### src/rtl/div_mon_pkg.sv
// rtl/div_mon_pkg.sv - shared types and constants for the divided-clock monitor
package div_mon_pkg;

  localparam int DEF_CNT_W = 8;

  typedef enum logic [1:0] {
    IDLE    = 2'd0,
    ACQUIRE = 2'd1,
    MEASURE = 2'd2,
    LOCKED  = 2'd3
  } mon_state_t;

  // Lock is counted in half-periods: each good full period yields two good edges.
  function automatic int lock_halves(input int lock_periods);
    return 2 * lock_periods;
  endfunction

endpackage

### src/rtl/div_edge_meas.sv
// rtl/div_edge_meas.sv - edge detector and saturating run-length counter for div_in
module div_edge_meas
  import div_mon_pkg::*;
#(
  parameter int CNT_W = DEF_CNT_W
) (
  input  logic             clk,
  input  logic             resetn,
  input  logic             i_hold,
  input  logic             i_div,
  output logic             o_rise,
  output logic             o_fall,
  output logic [CNT_W-1:0] o_run_cnt
);

  localparam logic [CNT_W-1:0] ONE = CNT_W'(1);

  logic             r_d_q;
  logic [CNT_W-1:0] r_run_cnt;

  assign o_rise    = i_div & ~r_d_q;
  assign o_fall    = ~i_div & r_d_q;
  assign o_run_cnt = r_run_cnt;

  always_ff @(posedge clk or negedge resetn) begin
    if (!resetn) begin
      r_d_q     <= 1'b0;
      r_run_cnt <= '0;
    end else begin
      r_d_q <= i_div;
      if (i_hold) begin
        r_run_cnt <= '0;
      end else if (o_rise || o_fall) begin
        r_run_cnt <= ONE;
      end else if (r_run_cnt != '1) begin
        r_run_cnt <= r_run_cnt + ONE;
      end
    end
  end

endmodule

### src/rtl/div_clk_monitor.sv
// rtl/div_clk_monitor.sv - checks one even-ratio divider output for correct high/low runs
// and reports lock, edge pulses, measured run lengths and sticky error flags.
module div_clk_monitor
  import div_mon_pkg::*;
#(
  parameter int CNT_W        = DEF_CNT_W,
  parameter int LOCK_PERIODS = 4,
  parameter int ERRCNT_W     = 8
) (
  input  logic                clk,
  input  logic                resetn,
  input  logic                en,
  input  logic [CNT_W-1:0]    cfg_ratio,
  input  logic                clr_err,
  input  logic                div_in,
  output logic                rise_pulse,
  output logic                fall_pulse,
  output logic [CNT_W-1:0]    meas_high,
  output logic [CNT_W-1:0]    meas_low,
  output logic                lock,
  output logic                cfg_err,
  output logic                err_high,
  output logic                err_low,
  output logic [ERRCNT_W-1:0] err_count
);

  localparam int LOCK_HALVES = lock_halves(LOCK_PERIODS);
  localparam int GW          = $clog2(LOCK_HALVES + 1);
  localparam logic [GW-1:0]       GOOD_MAX = GW'(LOCK_HALVES);
  localparam logic [GW-1:0]       GOOD_ONE = GW'(1);
  localparam logic [ERRCNT_W-1:0] ERR_ONE  = ERRCNT_W'(1);
  localparam logic [CNT_W:0]      RUN_ONE  = (CNT_W + 1)'(1);

  mon_state_t          r_state, w_state_nxt;
  logic [GW-1:0]       r_good_cnt;
  logic [CNT_W-1:0]    r_meas_high, r_meas_low;
  logic [ERRCNT_W-1:0] r_err_count;
  logic                r_lock, r_cfg_err, r_err_high, r_err_low;

  logic             w_rise, w_fall, w_edge, w_cfg_ok, w_chk, w_over;
  logic             w_err_hi, w_err_lo, w_err, w_good;
  logic [CNT_W-1:0] w_run_cnt, w_half;
  logic [CNT_W:0]   w_run_p1;
  logic [GW-1:0]    w_good_inc;

  div_edge_meas #(.CNT_W(CNT_W)) u_edge_meas (
    .clk       (clk),
    .resetn    (resetn),
    .i_hold    (r_state == IDLE),
    .i_div     (div_in),
    .o_rise    (w_rise),
    .o_fall    (w_fall),
    .o_run_cnt (w_run_cnt)
  );

  assign w_edge     = w_rise | w_fall;
  assign w_cfg_ok   = (cfg_ratio != '0) && !cfg_ratio[0];
  assign w_half     = cfg_ratio >> 1;
  assign w_chk      = en && w_cfg_ok && ((r_state == MEASURE) || (r_state == LOCKED));
  assign w_run_p1   = {1'b0, w_run_cnt} + RUN_ONE;
  assign w_over     = !w_edge && (w_run_p1 > {1'b0, w_half});
  // Without an edge div_in equals its registered copy, so it tells which run is overlong.
  assign w_err_hi   = w_chk && ((w_fall && (w_run_cnt != w_half)) || (w_over && div_in));
  assign w_err_lo   = w_chk && ((w_rise && (w_run_cnt != w_half)) || (w_over && !div_in));
  assign w_err      = w_err_hi | w_err_lo;
  assign w_good     = w_chk && w_edge && (w_run_cnt == w_half);
  assign w_good_inc = r_good_cnt + GOOD_ONE;

  assign rise_pulse = w_rise && (r_state != IDLE);
  assign fall_pulse = w_fall && (r_state != IDLE);
  assign meas_high  = r_meas_high;
  assign meas_low   = r_meas_low;
  assign lock       = r_lock;
  assign cfg_err    = r_cfg_err;
  assign err_high   = r_err_high;
  assign err_low    = r_err_low;
  assign err_count  = r_err_count;

  always_comb begin
    w_state_nxt = r_state;
    case (r_state)
      IDLE:    if (en && w_cfg_ok) w_state_nxt = ACQUIRE;
      ACQUIRE: if (w_rise) w_state_nxt = MEASURE;
      MEASURE: begin
        if (w_err) w_state_nxt = ACQUIRE;
        else if (w_good && (w_good_inc == GOOD_MAX)) w_state_nxt = LOCKED;
      end
      LOCKED:  if (w_err) w_state_nxt = ACQUIRE;
      default: w_state_nxt = IDLE;
    endcase
    if (!en || !w_cfg_ok) w_state_nxt = IDLE;
  end

  always_ff @(posedge clk or negedge resetn) begin
    if (!resetn) begin
      r_state     <= IDLE;
      r_good_cnt  <= '0;
      r_lock      <= 1'b0;
      r_cfg_err   <= 1'b0;
      r_meas_high <= '0;
      r_meas_low  <= '0;
      r_err_high  <= 1'b0;
      r_err_low   <= 1'b0;
      r_err_count <= '0;
    end else begin
      r_state   <= w_state_nxt;
      r_lock    <= (w_state_nxt == LOCKED);
      r_cfg_err <= en && !w_cfg_ok;

      if ((w_state_nxt == IDLE) || w_err) r_good_cnt <= '0;
      else if (w_good && (r_good_cnt != GOOD_MAX)) r_good_cnt <= w_good_inc;

      if (w_chk && w_fall) r_meas_high <= w_run_cnt;
      if (w_chk && w_rise) r_meas_low  <= w_run_cnt;

      // A new error outranks a simultaneous clear.
      if (w_err_hi) r_err_high <= 1'b1;
      else if (clr_err) r_err_high <= 1'b0;
      if (w_err_lo) r_err_low <= 1'b1;
      else if (clr_err) r_err_low <= 1'b0;

      if (w_err) begin
        if (clr_err) r_err_count <= ERR_ONE;
        else if (r_err_count != '1) r_err_count <= r_err_count + ERR_ONE;
      end else if (clr_err) begin
        r_err_count <= '0;
      end
    end
  end

endmodule
### config.mk
export PLATFORM = sky130hd
export DESIGN_NAME = div_clk_monitor
export DESIGN_NICKNAME = d
export VERILOG_FILES = /design/src/rtl/div_mon_pkg.sv /design/src/rtl/div_edge_meas.sv /design/src/rtl/div_clk_monitor.sv
export SDC_FILE = /design/constraint.sdc
export NUM_CORES = 1
export LEC_CHECK = 0
export ABC_CLOCK_PERIOD_IN_PS = 5680
export BUFFER_PORTS_ARGS = -buffer_cell sky130_fd_sc_hd__buf_4
export CORE_ASPECT_RATIO = 1.5
export CORE_UTILIZATION = 59
export CTS_CLUSTER_DIAMETER = 200
export DETAILED_ROUTE_END_ITERATION = 8
export PLACE_DENSITY = 0.81
export SYNTH_ARGS = -nofsm -noshare
export SYNTH_HDL_FRONTEND = slang
export SYNTH_HIERARCHICAL = 1
export SYNTH_SLANG_ARGS = --single-unit
### constraint.sdc
create_clock -name clk -period 5.68 [get_ports clk]
set_clock_uncertainty 0.2 [all_clocks]
set_input_delay 0.852 -clock clk [delete_from_list [all_inputs] [get_ports clk]]
set_output_delay 0.852 -clock clk [all_outputs]
set_load 0.05 [all_outputs]
==> metrics.cfg, run 1 <==
[status]
run_status = completed

[cts]
clock_path_buffers = 2
cts_tree = done
cts_resized = 0
path_clk_slew_ns = 0.08
postCtsSetupBuffers = 0
cts.sinks = 43
numCtsBuffers = 5
cts_max_level = 2
clk-insertion-delay-late_ns = 0.29
root_buffer = clkbuf_8
cts_hold_buf = 0

[layout]
num_antenna_cells = 0
fillers = 341
layoutNonFillerInstCount = 344
final_util_pct = 71.03
fin_nets = 325
syn2layout_area_growth_pct = 15.81
register_area_um2 = 1076
multi_input_area_um2 = 1429
fin_area_um2 = 3015
drive_gt1_share_pct = 28.86

[grt]
grt_use_met1_pct = 29.08
grt_max_degree = 44
grt_pass1_wl_um = 9266
globalRouteMet3Util_pct = 4.206
busiest_layer = met2
grt_pass1_vias = 2018
grt.met2_usage_pct = 44.81
antenna_found_initial = 0
grt_usage_pct = 25.06
overflow = 0

[logic_synthesis]
yosysTopAreaCellShare_pct = 41.33
ys_types = 52
synth_area_leader_cell = dfrtp_1
ys.warnings.count = 6
syn-instance-count = 254
yosys-top-cells-count = dfrtp_1 (43), mux2_2 (22), nor2_1 (16), ha_1 (15)
post-synth-top-count-cell = dfrtp_1
async_flop_share_pct = 100.0
syn_nets = 282
synth.area.top_cells = dfrtp_1 (41%), mux2_2 (9.5%), ha_1 (7.2%)
synth_top_flop_cell = dfrtp_1
synth_area_um2 = 2604
synth-seq-cells = 43
ys_seq_area_share_pct = 41.33
postSynthAreaPerCell_um2 = 10.25
synth_edf_count = 0

[placed_design]
dpl.cell_count = 336
dp_slack_ns = 2.429
portBuffers = 42
gp_congestion = 0.8746
dp_hpwl_um = 4136
place_area_um2 = 2930

[hold_path]
hold_path.class = reg2reg
holdPathEnd = meas_high[1]$_DFFE_PN0P_
min-delay-start = meas_high[1]$_DFFE_PN0P_
worstHoldPathCells = 1

[timing]
maxClockFrequency_ghz = 0.3045
rsz0062_at_grt = no
fin_crit_sh_pct = 57.81
worst_pin_slew_ns = 0.8371
hold_viol = 0
setup_violations = 0
max-slew-margin-rel_pct = 43.68
slew_violations = 0
period_needed_ns = 3.284
hold-worst-slack_ns = 0.3117
tns_ns = 0
layout_setup_ws_ns = 2.396

[floorplanning]
chipHeight_um = 83.36
fp.coreArea_um2 = 4245
die_w_um = 56.24
dieArea_um2 = 4688
io_pins = 43
initial_core_util_pct = 61.33
std_cell_rows = 29

[power_and_ir_drop]
total_power_mw = 0.5514
ir_worst_vdd_mv = 0.1874
p_leak_nw = 1.449
pwr_density_cell_nw_per_um2 = 182.9

[detailed_routing]
vias_per_cell = 6.015
wirelength_um = 5498
drc = 0
wl_per_cell_um = 15.98
drt-initial-drc-count = 88
firstDrtPassIters = 4
final_antenna_net_count = 0
via_count = 2069

[setup_path]
r2r_cells = 10
path_max_fanout = 11
required_ns = 5.67
critPathLaunchType = flop
critPathArrivalTime_ns = 3.27
timing.rr.end = err_count[3]$_DFFE_PN0P_
cp-end-kind = flop
crit_path_start = u_edge_meas/o_run_cnt[1]$_DFFE_PN0P_
r2r_setup_slack_ns = 2.40
critical_path_class = reg2reg
reg2reg_from = u_edge_meas/o_run_cnt[1]$_DFFE_PN0P_

[flow_run]
maxCapViolations = 0

==> worst max-delay path by stage <==
stage | end | slack, ns | cells after the start
finish | err_count[3]$_DFFE_PN0P_ | 2.40 | 10
global route | lock$_DFF_PN0_ | 2.20 | 10
CTS | err_count[3]$_DFFE_PN0P_ | 2.42 | 10
detailed placement | err_count[3]$_DFFE_PN0P_ | 2.43 | 10
global placement | err_count[3]$_DFFE_PN0P_ | 2.47 | 10
floorplan | err_count[3]$_DFFE_PN0P_ | 2.77 | 11
==> flip-flops by register name (all words and copies together), names as in the netlist <==
| signal | count |
|---|---|
| r_good_cnt | 4 |
| meas_low | 8 |
| r_state | 2 |
| err_high | 1 |
| meas_high | 8 |
| u_edge_meas/r_d_q | 1 |
| err_low | 1 |
| lock | 1 |
| cfg_err | 1 |
| u_edge_meas/o_run_cnt | 8 |
| err_count | 8 |
==> worst max-delay path: stages, from the launching register on <==
cell     delay, ns
dfrtp_1       0.59
ha_1          0.29
nand3_1       0.11
xnor2_1       0.16
ha_1          0.33
nand4_1       0.13
nor2_1        0.13
o21ai_0       0.15
a31o_2        0.33
nor4_1        0.36
mux2_2        0.37
==> final cells by class <==
type | instances | area share (%)
multi-input combinational | 191 | 47.39
sequential | 43 | 35.68
timing repair buffer | 42 | 10.46
clock buffer | 6 | 2.407
tap | 46 | 1.909
inverter | 14 | 1.743
clock inverter | 2 | 0.4149
==> where the power goes <==
group | leakage (nW) | switching, mW | internal, mW
logic | 0.813 | 0.0328 | 0.0186
registers | 0.595 | 0.00354 | 0.308
clock network | 0.0412 | 0.102 | 0.0859
total | 1.45 | 0.139 | 0.413
==> placed cells by master (no fill, tap or decap), types with 2 or more instances in the layout <==
master,synthesis,routed
dfrtp_1,43,43
buf_4,0,42
mux2_2,22,22
nor2_1,16,16
ha_1,15,15
inv_1,14,14
nand2_1,14,14
nand3_1,12,12
nor2b_1,12,12
xnor2_1,11,11
nand4_1,9,9
o21ai_0,9,9
a21oi_1,8,8
and3_1,6,6
a31oi_1,6,6
nor4_1,5,5
clkbuf_8,0,5
nand2b_1,3,3
mux2i_1,3,3
nor3_1,3,3
nand2_2,3,3
xor2_1,2,2
o211ai_1,2,2
and4_1,2,2
and3_2,2,2
a21oi_2,2,2
==> cells by family (layout without fill, tap and decap cells) <==
kind of cell               count (synthesis)  count (layout)  share of synthesized area (%)
AOI/OAI and AO/OA                         40              40                          10.96
xor gates and xnor gates                  13              13                          4.373
adders and majority gates                 15              15                          7.208
buffers and inverters                     20              64                          3.796
DFF                                       43              43                          41.33
muxes                                     25              25                          10.67
and+or+nand+nor                           98              98                          21.67
==> routing by layer <==
metal,vias to the layer above,part of all wire (%),wire [um]
met2,47,54,2955
met5,-,0,0
met4,0,1.8,99
met1,1008,41,2230
li1,1004,-,-
met3,10,3.9,213
Power figures use the tool's default switching activity.
==> run 2: changes to the inputs <==
--- a/config.mk
+++ b/config.mk
@@ -5,13 +5,13 @@
 export SDC_FILE = /design/constraint.sdc
 export NUM_CORES = 1
 export LEC_CHECK = 0
-export ABC_CLOCK_PERIOD_IN_PS = 5680
+export ABC_CLOCK_PERIOD_IN_PS = 3430
 export BUFFER_PORTS_ARGS = -buffer_cell sky130_fd_sc_hd__buf_4
 export CORE_ASPECT_RATIO = 1.5
-export CORE_UTILIZATION = 59
+export CORE_UTILIZATION = 56
 export CTS_CLUSTER_DIAMETER = 200
 export DETAILED_ROUTE_END_ITERATION = 8
-export PLACE_DENSITY = 0.81
+export PLACE_DENSITY = 0.77
 export SYNTH_ARGS = -nofsm -noshare
 export SYNTH_HDL_FRONTEND = slang
 export SYNTH_HIERARCHICAL = 1
==> constraint.sdc (replaced) <==
create_clock -name clk -period 3.43 [get_ports clk]
set_clock_uncertainty 0.2 [all_clocks]
set_input_delay 0.5145 -clock clk [delete_from_list [all_inputs] [get_ports clk]]
set_output_delay 0.5145 -clock clk [all_outputs]
set_load 0.05 [all_outputs]
==> metrics.cfg, run 2 (same netlist as run 1, synthesis figures left out) <==
[placed_design]
portBuffers = 42  ; unchanged
gp_congestion = 0.8469  ; -3.2%
dp_slack_ns = 0.3969  ; -2.032 ns
dp_hpwl_um = 4346  ; +5.1%

[layout]
syn2layout_area_growth_pct = 18.69
num_antenna_cells = 0  ; unchanged
drive_gt1_share_pct = 30.59  ; +1.7 points
fin_nets = 331  ; +1.8%
fillers = 376  ; +10%
final_common_cell = buf_4
final_cell_mix = buf_4 (48), dfrtp_1 (43), mux2_2 (22)

[floorplanning]
die_w_um = 57.68  ; +2.6%
fp.coreArea_um2 = 4504  ; +6.1%
initial_core_util_pct = 57.81  ; -3.5 points
std_cell_rows = 30  ; +3.4%
io_pins = 43  ; unchanged
chipHeight_um = 85.51  ; +2.6%
dieArea_um2 = 4932  ; +5.2%

[cts]
cts_tree = done
cts.sinks = 43  ; unchanged
root_buffer = clkbuf_8
cts_hold_buf = 0  ; unchanged
clock_path_buffers = 2  ; unchanged
path_clk_slew_ns = 0.08  ; about the same
cts_resized = 0  ; unchanged
postCtsSetupBuffers = 0  ; unchanged
clk-insertion-delay-late_ns = 0.30  ; about the same
numCtsBuffers = 5  ; unchanged
cts_max_level = 2  ; unchanged

[timing]
hold_viol = 0  ; unchanged
layout_setup_ws_ns = 0.2902  ; -2.106 ns
fin_crit_sh_pct = 91.54  ; +34 points
tns_ns = 0  ; unchanged
rsz0062_at_grt = no
max-slew-margin-rel_pct = 46.60  ; +2.9 points
setup_violations = 0  ; unchanged
worst_pin_slew_ns = 0.7937  ; -0.04336 ns
maxClockFrequency_ghz = 0.3185  ; +4.6%
period_needed_ns = 3.140  ; -0.1439 ns
slew_violations = 0  ; unchanged

[grt]
grt_max_degree = 44  ; unchanged
overflow = 0  ; unchanged
antenna_found_initial = 0  ; unchanged
grt_pass1_vias = 2151  ; +6.6%
busiest_layer = met2
grt_pass1_wl_um = 9639  ; +4.0%
grt.met2_usage_pct = 45.98  ; +1.2 points
grt_use_met1_pct = 27.78  ; -1.3 points
globalRouteMet3Util_pct = 4.827  ; +0.62 points
grt_usage_pct = 25.28  ; +0.22 points

[setup_path]
cp_top_family = compound AO/OA/AOI/OAI gates
critPathBufInv = 1  ; +1
cp-end-kind = flop
max_stage_delay_ns = 0.46  ; -0.13 ns
required_ns = 3.42  ; -2.25 ns
timing.rr.end = err_count[3]$_DFFE_PN0P_
critPathArrivalTime_ns = 3.13  ; -0.14 ns
path_max_fanout = 9  ; -2
reg2reg_from = u_edge_meas/o_run_cnt[2]$_DFFE_PN0P_
critPathLaunchType = flop
path_cells = buf_4 -> nand3_1 -> xnor2_1 -> ha_1 -> nand4_1 -> o22a_1 -> o21ai_0 -> a31o_2 -> nor4_1 -> mux2_2
r2r_setup_slack_ns = 0.29  ; -2.11 ns
crit_path_start = u_edge_meas/o_run_cnt[2]$_DFFE_PN0P_
critPathSlowestCell = dfrtp_1
r2r_cells = 10  ; unchanged
critical_path_class = reg2reg

[detailed_routing]
firstDrtPassIters = 6  ; +2
drt-initial-drc-count = 58  ; -34%
wl_per_cell_um = 16.69  ; +4.4%
via_count = 2139  ; +3.4%
final_antenna_net_count = 0  ; unchanged
wirelength_um = 5874  ; +6.8%
vias_per_cell = 6.077  ; +1.0%
drc = 1  ; +1

[power_and_ir_drop]
p_leak_nw = 1.499  ; +3.4%
total_power_mw = 1.002  ; +82%
pwr_density_cell_nw_per_um2 = 324.1  ; +77%
ir_worst_vdd_mv = 0.2191  ; +17%

[status]
run_status = complete, but fails checks
violations = design-rule violations

[flow_run]
maxCapViolations = 0  ; unchanged

[hold_path]
hold_path.class = in2async

[run 2: where the power goes]
group / internal, mW / switching (mW)
sequential: 0.510 / 0.00259
clock: 0.217 / 0.180
combinational: 0.0326 / 0.0597
[run 2: worst max-delay path by stage]
| stage | end | slack, ns | depth (start not counted) |
|---|---|---|---|
| after detailed placement | err_count[3]$_DFFE_PN0P_ | 0.40 | 10 |
| final | err_count[3]$_DFFE_PN0P_ | 0.29 | 10 |
| after global routing | r_good_cnt[0]$_DFFE_PN0P_ | 0.04 | 10 |
| after floorplan | err_count[3]$_DFFE_PN0P_ | 0.52 | 11 |
| after CTS | err_count[3]$_DFFE_PN0P_ | 0.32 | 10 |
| after global placement | err_count[3]$_DFFE_PN0P_ | 0.50 | 10 |
[run 2: cell type report]
type	count	area [um2]	area share, %
inverter	14	52.55	1.700
clock buffer	5	68.82	2.227
timing repair buffer	48	360.3	11.66
clock inverter	3	43.79	1.417
sequential	43	1076	34.82
tap	48	60.06	1.943
multi-input combinational	191	1429	46.23
[run 2: layer usage]
metal | vias up | part of all wire (%)
met5 | - | 0
met4 | 0 | 2.9
met3 | 20 | 4.0
met2 | 66 | 54
met1 | 1040 | 39
li1 | 1013 | -
[run 2: per-stage QoR]
| stage | hold slack (ns) | cells | util [%] | instance area (um2) |
|---|---|---|---|---|
| after floorplan | 0.01891 | 254 | - | 2604 |
| final | 0.0008883 | 352 | 68.61 | 3090 |
| after detailed placement | 0.2955 | 344 | 66.11 | 2978 |
| after global routing | 0.02768 | 352 | 68.61 | 3090 |
| after CTS | 0.01805 | 352 | 68.61 | 3090 |
| after global placement | 0.2895 | 344 | 66.11 | 2978 |
[run 2: worst reg2reg max path: stages, from the launching register on]
cell and delay, ns:
dfrtp_1 0.46, buf_4 0.21, nand3_1 0.10, xnor2_1 0.22, ha_1 0.29, nand4_1 0.14
o22a_1 0.17, o21ai_0 0.16, a31o_2 0.34, nor4_1 0.36, mux2_2 0.37
==> run 3: changes to the inputs <==
--- a/config.mk
+++ b/config.mk
@@ -7,11 +7,12 @@
 export LEC_CHECK = 0
 export ABC_CLOCK_PERIOD_IN_PS = 3430
 export BUFFER_PORTS_ARGS = -buffer_cell sky130_fd_sc_hd__buf_4
+export CAP_MARGIN = 20
 export CORE_ASPECT_RATIO = 1.5
 export CORE_UTILIZATION = 56
 export CTS_CLUSTER_DIAMETER = 200
 export DETAILED_ROUTE_END_ITERATION = 8
-export PLACE_DENSITY = 0.77
+export PLACE_DENSITY = 0.79
 export SYNTH_ARGS = -nofsm -noshare
 export SYNTH_HDL_FRONTEND = slang
 export SYNTH_HIERARCHICAL = 1
==> metrics.cfg, run 3 (same netlist as run 1, synthesis figures left out) <==
[status]
run_status = complete, but fails checks
violations = design-rule violations, negative hold slack

[power_and_ir_drop]
p_sw_mw = 0.2388  ; -1.3%
total_power_mw = 0.9982  ; -0.34%
pwr_density_cell_nw_per_um2 = 322.2  ; -0.58%
ir_worst_vdd_mv = 0.2759  ; +26%
power_frac_comb_pct = 9.1  ; about the same
p_int_mw = 0.7594  ; about the same
clockPowerShare_pct = 39.6  ; about the same
p_leak_nw = 1.504  ; +0.36%
p_seq_share_pct = 51.3  ; about the same
p_sw_share_pct = 23.92  ; -0.23 points

[setup_path]
critPathLaunchType = flop
crit_path_start = u_edge_meas/o_run_cnt[0]$_DFFE_PN0P_
cp-end-kind = flop
critPathArrivalTime_ns = 2.89  ; -0.24 ns
required_ns = 3.41  ; about the same
critical_path_class = reg2reg
reg2reg_from = u_edge_meas/o_run_cnt[0]$_DFFE_PN0P_
path_max_fanout = 8  ; -1

[placed_design]
gp_congestion = 0.9327  ; +10%
dp_hpwl_um = 4226  ; -2.7%
place_area_um2 = 2985  ; +0.25%
portBuffers = 42  ; unchanged
dpl.cell_count = 345  ; +0.29%
dp_slack_ns = 0.5625  ; +0.1656 ns

[cts]
clock_path_buffers = 2  ; unchanged
path_clk_slew_ns = 0.08  ; about the same
clk-insertion-delay-late_ns = 0.29  ; about the same
cts_hold_buf = 0  ; unchanged
postCtsSetupBuffers = 0  ; unchanged
root_buffer = clkbuf_8
cts_resized = 0  ; unchanged
cts_max_level = 2  ; unchanged
numCtsBuffers = 5  ; unchanged
cts.sinks = 43  ; unchanged
cts_tree = done

[timing]
slew_violations = 0  ; unchanged
setup_violations = 0  ; unchanged
hold_viol = 4  ; +4
rsz0062_at_grt = no
worst_pin_slew_ns = 0.7757  ; -0.01803 ns
tns_ns = 0  ; unchanged
layout_setup_ws_ns = 0.5232  ; +0.2330 ns
fin_crit_sh_pct = 84.75  ; -6.8 points
max-slew-margin-rel_pct = 47.81  ; +1.2 points
period_needed_ns = 2.907  ; -0.2330 ns
hold-worst-slack_ns = -0.007215  ; -0.008104 ns
maxClockFrequency_ghz = 0.3440  ; +8.0%

[grt]
antenna_found_initial = 0  ; unchanged
grt_max_degree = 44  ; unchanged
grt_pass1_vias = 2069  ; -3.8%
grt_pass1_wl_um = 9335  ; -3.2%
overflow = 0  ; unchanged
grt_usage_pct = 24.38  ; -0.90 points

[detailed_routing]
final_antenna_net_count = 0  ; unchanged
via_count = 2152  ; +0.61%
vias_per_cell = 6.096  ; +0.32%
wl_per_cell_um = 16.36  ; -1.9%
drc = 1  ; unchanged
wirelength_um = 5776  ; -1.7%
firstDrtPassIters = 6  ; unchanged
drt-initial-drc-count = 97  ; +67%

[layout]
final_util_pct = 68.78  ; +0.17 points
num_antenna_cells = 0  ; unchanged
fin_area_um2 = 3098  ; +0.24%
final_cell_mix = buf_4 (49), dfrtp_1 (43), mux2_2 (22)
syn2layout_area_growth_pct = 18.98
layoutNonFillerInstCount = 353  ; +0.28%
fin_nets = 332  ; +0.30%
final_common_cell = buf_4
drive_gt1_share_pct = 30.82  ; +0.23 points

[floorplanning]
fp.coreArea_um2 = 4504  ; unchanged
die_w_um = 57.68  ; unchanged
initial_core_util_pct = 57.81  ; unchanged
std_cell_rows = 30  ; unchanged
io_pins = 43  ; unchanged
dieArea_um2 = 4932  ; unchanged
chipHeight_um = 85.51  ; unchanged

[hold_path]
hold_path.class = in2async

[flow_run]
maxCapViolations = 0  ; unchanged

==> run 3: changes by cell type in the layout (fill, tap and decap cells not counted) <==
cell and delta:
buf_4 +1
==> run 3: final timing paths <==
path / cells after the start / endpoint / slack [ns]
worst max-delay path: 10 / err_count[3]$_DFFE_PN0P_ / 0.52
worst min-delay path: 1 / u_edge_meas/o_run_cnt[2]$_DFFE_PN0P_ / -0.007
worst max register to register: 10 / err_count[3]$_DFFE_PN0P_ / 0.52
worst min register to register: 1 / meas_low[3]$_DFFE_PN0P_ / 0.31
max in group asynchronous: 1 / err_count[2]$_DFFE_PN0P_ / 2.66
min in group clk: 1 / u_edge_meas/r_d_q$_DFF_PN0_ / 0.17
==> run 3: cell type report <==
| cell class | count | area [um2] |
|---|---|---|
| Clock inverter | 3 | 43.79 |
| Inverter | 14 | 52.55 |
| Multi-Input combinational cell | 191 | 1429 |
| Clock buffer | 5 | 68.82 |
| Timing Repair Buffer | 49 | 367.9 |
| Sequential cell | 43 | 1076 |
| Fill cell | 359 | 1406 |
| Tap cell | 48 | 60.06 |
==> run 3: power by group through the flow <==
| stage | Clock (mW) | Combinational (mW) | Sequential (mW) |
|---|---|---|---|
| floorplan | 0 | 0.0409 | 0.529 |
| global placement | 0 | 0.0885 | 0.523 |
| detailed placement | 0 | 0.0903 | 0.523 |
| CTS | 0.400 | 0.0908 | 0.513 |
| global route | 0.417 | 0.100 | 0.513 |
| finish | 0.395 | 0.0905 | 0.513 |
==> run 3: layer usage <==
layer / part of all wire, % / up-vias / routed length, um / global-route usage [%]
li1: - / 1025 / - / -
met4: 1.2 / 0 / 68 / 6.494
met3: 4.3 / 8 / 250 / 4.827
met1: 39 / 1049 / 2280 / 27.95
met2: 55 / 70 / 3177 / 45.35
met5: 0 / - / 0 / 0
==> run 3: critical path, stage by stage (launching register included) <==
cell and delay, ns:
dfrtp_1 0.36, ha_1 0.21, nand3_1 0.11, xnor2_1 0.14, ha_1 0.32, nand2_1 0.06, o211ai_1 0.18, o21ai_0 0.16
a31o_2 0.33, nor4_1 0.35, mux2_2 0.38
